### config.mk
export PLATFORM = sky130hd
export DESIGN_NAME = pipelined_adder_flat
export DESIGN_NICKNAME = d
export VERILOG_FILES = /design/src/rtl/pipelined_adder_if.sv /design/src/rtl/pipelined_adder.sv /design/src/flat_wrapper.sv
export SDC_FILE = /design/constraint.sdc
export NUM_CORES = 1
export LEC_CHECK = 0
export CAP_MARGIN = 20
export CORE_AREA = 3 3 111 113
export CTS_BUF_LIST = sky130_fd_sc_hd__clkbuf_8
export CTS_CLUSTER_SIZE = 30
export DETAILED_ROUTE_END_ITERATION = 8
export DIE_AREA = 0 0 114 116
export PLACE_DENSITY = 0.69
export SYNTH_ARGS = -nofsm -noshare
export SYNTH_HDL_FRONTEND = slang
export SYNTH_SLANG_ARGS = --single-unit
### constraint.sdc
create_clock -name clk -period 3.2 [get_ports clk]
set_clock_uncertainty 0.2 [all_clocks]
set_input_delay 0.48 -clock clk [delete_from_list [all_inputs] [get_ports clk]]
set_output_delay 0.48 -clock clk [all_outputs]
set_load 0.05 [all_outputs]
### src/rtl/pipelined_adder_if.sv
// Operand/result handshake bundle for pipelined_adder.
// master drives operands and consumes results; slave is the adder.
`timescale 1ns/1ps
interface pipelined_adder_if #(
    parameter int WIDTH = 32
);
    logic             in_valid;
    logic             in_ready;
    logic [WIDTH-1:0] in1;
    logic [WIDTH-1:0] in2;
    logic             sub;
    logic             out_valid;
    logic             out_ready;
    logic [WIDTH-1:0] sum;
    logic             carry_out;
    logic             overflow;
    logic             zero;
    logic             busy;

    modport master (
        output in_valid, in1, in2, sub, out_ready,
        input  in_ready, out_valid, sum,
        input  carry_out, overflow, zero, busy
    );

    modport slave (
        input  in_valid, in1, in2, sub, out_ready,
        output in_ready, out_valid, sum,
        output carry_out, overflow, zero, busy
    );
endinterface

### src/rtl/pipelined_adder.sv
// Segmented ripple adder/subtractor, one SEG-bit slice per stage,
// valid/ready handshake with whole-pipeline stall on back-pressure.
`timescale 1ns/1ps
module pipelined_adder #(
    parameter int WIDTH  = 32,
    parameter int STAGES = 2
) (
    input logic              clk,
    input logic              rst_n,
    pipelined_adder_if.slave bus
);
    localparam int SEG = WIDTH / STAGES;

    if (STAGES < 1 || STAGES > WIDTH || (WIDTH % STAGES) != 0) begin : g_bad
        $error("pipelined_adder: STAGES must divide WIDTH");
    end

    logic              adv;
    logic [STAGES-1:0] vld;
    logic [STAGES-1:0] cy_q;
    logic [STAGES-1:0] cy_d;
    logic [STAGES-1:0] c_in;
    logic [WIDTH-1:0]  ps_q [STAGES];
    logic [WIDTH-1:0]  ps_d [STAGES];
    logic [WIDTH-1:0]  p_in [STAGES];
    logic [WIDTH-1:0]  a_q  [STAGES];
    logic [WIDTH-1:0]  b_q  [STAGES];
    logic [WIDTH-1:0]  a_in [STAGES];
    logic [WIDTH-1:0]  b_in [STAGES];
    logic              ov_q;
    logic              zr_q;
    logic              ov_d;
    logic              zr_d;

    assign adv = !vld[STAGES-1] | bus.out_ready;

    for (genvar k = 0; k < STAGES; k++) begin : g_stage
        logic [SEG:0]     seg;
        logic [WIDTH-1:0] nps;

        if (k == 0) begin : g_head
            assign a_in[k] = bus.in1;
            assign b_in[k] = bus.sub ? ~bus.in2 : bus.in2;
            assign p_in[k] = '0;
            assign c_in[k] = bus.sub;
        end else begin : g_tail
            assign a_in[k] = a_q[k-1];
            assign b_in[k] = b_q[k-1];
            assign p_in[k] = ps_q[k-1];
            assign c_in[k] = cy_q[k-1];
        end

        assign seg = {1'b0, a_in[k][k*SEG +: SEG]}
                   + {1'b0, b_in[k][k*SEG +: SEG]}
                   + {{SEG{1'b0}}, c_in[k]};

        always_comb begin
            nps = p_in[k];
            nps[k*SEG +: SEG] = seg[SEG-1:0];
        end

        assign ps_d[k] = nps;
        assign cy_d[k] = seg[SEG];
    end

    // Flags use the full operands carried down to the last slice.
    assign ov_d = (a_in[STAGES-1][WIDTH-1] == b_in[STAGES-1][WIDTH-1])
                & (ps_d[STAGES-1][WIDTH-1] != a_in[STAGES-1][WIDTH-1]);
    assign zr_d = (ps_d[STAGES-1] == '0);

    always_ff @(posedge clk or negedge rst_n) begin
        if (!rst_n) begin
            vld  <= '0;
            cy_q <= '0;
            ov_q <= 1'b0;
            zr_q <= 1'b0;
            for (int k = 0; k < STAGES; k++) begin
                ps_q[k] <= '0;
                a_q[k]  <= '0;
                b_q[k]  <= '0;
            end
        end else if (adv) begin
            vld[0] <= bus.in_valid;
            for (int k = 1; k < STAGES; k++) begin
                vld[k] <= vld[k-1];
            end
            cy_q <= cy_d;
            ov_q <= ov_d;
            zr_q <= zr_d;
            for (int k = 0; k < STAGES; k++) begin
                ps_q[k] <= ps_d[k];
                a_q[k]  <= a_in[k];
                b_q[k]  <= b_in[k];
            end
        end
    end

    assign bus.in_ready  = adv;
    assign bus.out_valid = vld[STAGES-1];
    assign bus.sum       = ps_q[STAGES-1];
    assign bus.carry_out = cy_q[STAGES-1];
    assign bus.overflow  = ov_q;
    assign bus.zero      = zr_q;
    assign bus.busy      = |vld;
endmodule

### src/flat_wrapper.sv
// flat-port wrapper written by rule: the top's interface ports become plain ports
module pipelined_adder_flat 
#(
    parameter int WIDTH  = 32,
    parameter int STAGES = 2
)
  (clk, rst_n, bus_in_valid, bus_in1, bus_in2, bus_sub, bus_out_ready, bus_in_ready, bus_out_valid, bus_sum, bus_carry_out, bus_overflow, bus_zero, bus_busy);
  pipelined_adder_if #(.WIDTH(WIDTH)) bus_i ();
  input logic clk;
  input logic rst_n;
  input wire logic [$bits(bus_i.in_valid)-1:0] bus_in_valid;
  input wire logic [$bits(bus_i.in1)-1:0] bus_in1;
  input wire logic [$bits(bus_i.in2)-1:0] bus_in2;
  input wire logic [$bits(bus_i.sub)-1:0] bus_sub;
  input wire logic [$bits(bus_i.out_ready)-1:0] bus_out_ready;
  output wire logic [$bits(bus_i.in_ready)-1:0] bus_in_ready;
  output wire logic [$bits(bus_i.out_valid)-1:0] bus_out_valid;
  output wire logic [$bits(bus_i.sum)-1:0] bus_sum;
  output wire logic [$bits(bus_i.carry_out)-1:0] bus_carry_out;
  output wire logic [$bits(bus_i.overflow)-1:0] bus_overflow;
  output wire logic [$bits(bus_i.zero)-1:0] bus_zero;
  output wire logic [$bits(bus_i.busy)-1:0] bus_busy;
  assign bus_i.in_valid = bus_in_valid;
  assign bus_i.in1 = bus_in1;
  assign bus_i.in2 = bus_in2;
  assign bus_i.sub = bus_sub;
  assign bus_i.out_ready = bus_out_ready;
  assign bus_in_ready = bus_i.in_ready;
  assign bus_out_valid = bus_i.out_valid;
  assign bus_sum = bus_i.sum;
  assign bus_carry_out = bus_i.carry_out;
  assign bus_overflow = bus_i.overflow;
  assign bus_zero = bus_i.zero;
  assign bus_busy = bus_i.busy;
  pipelined_adder #(.WIDTH(WIDTH), .STAGES(STAGES)) u_core (.clk(clk), .rst_n(rst_n), .bus(bus_i));
endmodule
# Word level (Yosys, flattened, before mapping)
# Index checks and enable logic that the tools add are counted.
[word_totals]
register_bits = 118
out_inout_bits = 38
elab_cells = 21
inputBits = 69
[op_classes]
n_eq_ne = 2
bitwise_logic = 3
n_addsub = 4
n_mux = 1
n_reduce_logical = 3
[ops]
columns = ["operator", "count"]
rows = [
  ["$add A16 B16 Y17", 2],
  ["$add A17 B1 Y17", 2],
  ["$logic_not A32 Y1", 1],
  ["$mux W32", 1],
  ["$not A32 Y32", 1],
  ["$reduce_or A2 Y1", 1],
  ["$and A1 B1 Y1", 1],
  ["$eq A1 B1 Y1", 1],
  ["$logic_not A1 Y1", 1],
  ["$ne A1 B1 Y1", 1],
  ["$or A1 B1 Y1", 1],
]

# Depth between registers and ports, before layout
[depth]
word_depth = 4
depth_mapped = 11
mapped_depth_nobuf = 10

# Worst setup path before layout
# OpenSTA, ideal clock, no wires.
[synth_path]
path_kind = "input to register"
from = "in bus_sub"
to = "reg u_core.ps_q, in the netlist u_core.g_stage[1].nps[10]"
setup_slack_ns = 0.046
setup_ns = 0.164
stages = 11
t_required_ns = 2.836
arrival_time_ns = 2.791
path_buffers = 2
path_cell_list = "buf_2 clkbuf_1 xor2_1 fa_1 a21o_1 a21oi_1 o211ai_1 a31o_1 a21oi_1 xor2_1 a21oi_1"
[synth_via]
elab_chain_cells = 3
[synth_lines]
columns = ["element", "line", "text"]
rows = [
  ["from (decl)", "flat_wrapper.sv:14", "input wire logic [$bits(bus_i.sub)-1:0] bus_sub;"],
  ["$mux W32", "pipelined_adder.sv:43", "assign b_in[k] = bus.sub ? ~bus.in2 : bus.in2;"],
  ["$add A16 B16 Y17", "pipelined_adder.sv:54", "+ {1'b0, b_in[k][k*SEG +: SEG]}"],
  ["$add A17 B1 Y17 *", "pipelined_adder.sv:55", "+ {{SEG{1'b0}}, c_in[k]};"],
  ["to (signal, indexed assignment)", "pipelined_adder.sv:91", "ps_q[k] <= ps_d[k];"],
  ["to (decl)", "pipelined_adder.sv:23", "logic [WIDTH-1:0] ps_q [STAGES];"],
]
# Every way passes the cells marked *; elsewhere a longest branch is shown, timed or not.
# A chain may end at the register's enable or synchronous reset.

# Worst setup path after layout
[layout_path]
from = "reg u_core.b_q, in the netlist u_core.b_in[16]"
to = "reg u_core.zr_q (netlist: u_core.bus.zero)"
[layout_via]
elab_chain_cells = 3
[layout_lines]
columns = ["element", "line", "text"]
rows = [
  ["from (decl)", "pipelined_adder.sv:27", "logic [WIDTH-1:0] b_q [STAGES];"],
  ["from (signal, indexed assignment)", "pipelined_adder.sv:93", "b_q[k] <= b_in[k];"],
  ["$add A16 B16 Y17", "pipelined_adder.sv:54", ""],
  ["$add A17 B1 Y17", "pipelined_adder.sv:55", ""],
  ["$logic_not A32 Y1", "pipelined_adder.sv:69", "assign zr_d = (ps_d[STAGES-1] == '0);"],
  ["to (signal assigned)", "pipelined_adder.sv:89", "zr_q <= zr_d;"],
  ["to (decl)", "pipelined_adder.sv:31", "logic zr_q;"],
]
# Every way passes these cells.

==> flow_summary.json <==
{
  "drt-total-wl_mm": 11.7,
  "cellPowerDensity_nw_per_um2": 729,
  "std_cell_rows": 39,
  "max-vdd-ir-drop_v": 0.000452,
  "drt_iter0_markers": 193,
  "fill_cells": 1041,
  "tightest_slew_ns": 0.539,
  "synth-edff-count": 0,
  "start_kind": "flip-flop",
  "cts_buffers": 9,
  "grt_pass1_vias": 4172,
  "syn-num-nets": 671,
  "relSlewSlack": 0.638,
  "grt_pass1_wl_mm": 19.2,
  "drive_gt1_frac": 0.0850,
  "synth-seq-cells": 86,
  "setup_violations": 0,
  "setup_ws_ns": 0.181,
  "fin_area_um2": 6630,
  "cts_root_buf": "clkbuf_8",
  "place_ws_ns": -0.122,
  "grt_max_degree": 107,
  "cts_tree": "yes",
  "rsz0062_at_grt": "no",
  "drc_errors": 0,
  "io_buffer_count": 106,
  "yosysWarningCount": 0,
  "maxCapViolations": 0,
  "hp-class": "reg -> reg",
  "netlist_instances": 569,
  "pin_count": 107,
  "wl_per_cell_um": 14.2,
  "hold_violations": 0,
  "antenna_found_initial": 0,
  "clk_pin_slew_ns": 0.09,
  "arrival_ns": 3.10,
  "place_area_um2": 6350,
  "grt_use_total": 0.180,
  "first_pass_iters": 4,
  "async_reset_ff_frac": 1.00,
  "max_freq_mhz": 331,
  "yosysUniqueCellTypes": 62,
  "num_vias": 4225,
  "die_y_um": 116,
  "synth.avg_cell_area_um2": 8.96,
  "start_util": 0.446,
  "clk-insertion-delay-late_ns": 0.36,
  "place.gp.congestion": 0.849,
  "required_ns": 3.28,
  "status": "finished clean",
  "syn2layout_area_growth_pct": 30.1,
  "path_max_fanout": 4,
  "leakagePower_uw": 0.00295,
  "die-area_um2": 13200,
  "drv_slew": 0,
  "crit_type": "reg -> reg",
  "cts_buffer_depth": 2,
  "crit_path_end_kind": "flip-flop",
  "diodes": 0,
  "syn_area_um2": 5100,
  "ant_nets": 0,
  "fin_nets": 779,
  "layout_min_cycle_time_ns": 3.02,
  "core_area_um2": 11400,
  "ys_seq_area_frac": 0.422,
  "via_per_inst": 5.12,
  "synthFlopType": "dfrtp_1",
  "clkSinkCount": 86,
  "die_w_um": 114,
  "finalCritPeriodShare": 0.943,
  "cts_max_level": 3,
  "dp_hpwl_mm": 8.90,
  "globalRouteOverflowTotal": 0
}
-- through the flow --
step | hold WS [ns] | power [uW] | utilization | instances | setup TNS [ns]
5_1_grt | 0.288 | 5150 | 0.581 | 825 | 0
3_5_place_dp | 0.256 | 3980 | 0.556 | 806 | -0.235
3_3_place_gp | 0.252 | 3920 | 0.556 | 806 | -0.0456
6_report | 0.271 | 4840 | 0.581 | 825 | 0
2_1_floorplan | -0.0156 | 3200 | - | 569 | 0
4_1_cts | 0.160 | 4850 | 0.577 | 822 | 0
-- power by group --
group | switching [uW] | leakage [uW] | total, uW | internal (uW)
combinational | 1470 | 0.00182 | 2380 | 910
clock | 405 | 0.000109 | 870 | 465
sequential | 201 | 0.00103 | 1590 | 1390
-- cells by family after synthesis --
| group | Yosys count | synth area share |
|---|---|---|
| AND/OR/NAND/NOR | 248 | 0.211 |
| adder cells (fa/ha/maj) | 33 | 0.0854 |
| multiplexers | 5 | 0.0106 |
| flip-flops | 86 | 0.422 |
| XOR/XNOR | 54 | 0.0928 |
| buffers and inverters | 39 | 0.0307 |
| AO/OA/AOI/OAI | 104 | 0.147 |
-- placed cells by master (no fill, tap or decap), drive strengths merged, types with 5 or more instances in the layout --
master / instances
a21o: 7
nand3: 13
inv: 15
nand2: 156
a21oi: 23
a211oi: 7
clkdlybuf4s50: 103
buf: 18
clkbuf: 10
nor2: 33
o211ai: 5
dfrtp: 86
a31oi: 5
ha: 30
o21ai: 34
xnor2: 29
nor4: 7
xor2: 25
nand4: 6
nor3: 8
-- registers in the layout, summed over array words and instances (netlist names) --
| register | flops |
|---|---|
| u_core.bus.sum | 32 |
| u_core.a_in | 16 |
| u_core.b_in | 16 |
| u_core.g_stage.nps | 16 |
| u_core.cy_q | 2 |
| u_core.vld | 2 |
| u_core.bus.overflow | 1 |
| u_core.bus.zero | 1 |
-- worst paths after layout --
path / from / endpoint / slack, ns / cells past startpoint
worst max-delay path: u_core.b_in[16] / u_core.bus.zero / 0.18 / 9
worst min-delay path: u_core.bus.sum[12] / u_core.bus.sum[12] / 0.27 / 2
worst max register to register: u_core.b_in[16] / u_core.bus.zero / 0.18 / 9
worst min register to register: u_core.bus.sum[12] / u_core.bus.sum[12] / 0.27 / 2
max in group asynchronous: rst_n / u_core.bus.sum[27] / 1.90 / 3
min in group asynchronous: rst_n / u_core.bus.sum[15] / 0.29 / 2
-- cells in the mapped netlist (all sizes together), types with 6 or more instances --
library cell	instances	area, um2
a211oi	7	62.6
a21o	7	60.1
a21oi	23	126
buf	7	35.0
clkbuf	18	68.8
dfrtp	86	2150
ha	30	375
inv	14	52.6
nand2	156	586
nand3	13	65.1
nand4	6	37.5
nor2	33	124
nor3	8	40.0
nor4	7	43.8
o21ai	34	170
xnor2	29	254
xor2	25	219
-- critical path, stage by stage, from the launching register on --
cell	delay [ns]
dfrtp_1	0.41
fa_2	0.43
fa_2	0.37
a21oi_2	0.19
o221ai_2	0.20
o41ai_2	0.27
xor2_1	0.23
and4bb_1	0.27
nand4_1	0.13
o31ai_1	0.22
-- layer usage --
layer / GRT usage / up-vias / share of wire
met5: 0 / - / 0
met4: 0.0721 / 0 / 0.019
met3: 0.0204 / 17 / 0.032
met2: 0.301 / 80 / 0.47
met1: 0.239 / 1969 / 0.47
li1: - / 2159 / -
-- final cells by class --
| type | instances | area [um2] | share of cell area |
|---|---|---|---|
| repair buffers | 122 | 1220 | 0.184 |
| multi-input cells | 444 | 2800 | 0.422 |
| inverters | 14 | 52.6 | 0.00792 |
| flip-flops and latches | 86 | 2150 | 0.324 |
| clock inverters | 6 | 92.6 | 0.0140 |
| clock buffers | 10 | 138 | 0.0207 |
| well taps | 143 | 179 | 0.0270 |
-- repair_timing --
item,in CTS,in global routing
setup buffers,0,1
hold buffers,0,1
hold endpoints to repair,0,11
resized for setup,0,2
endpoints found under the setup margin,0,1
Power figures use the tool's default switching activity.
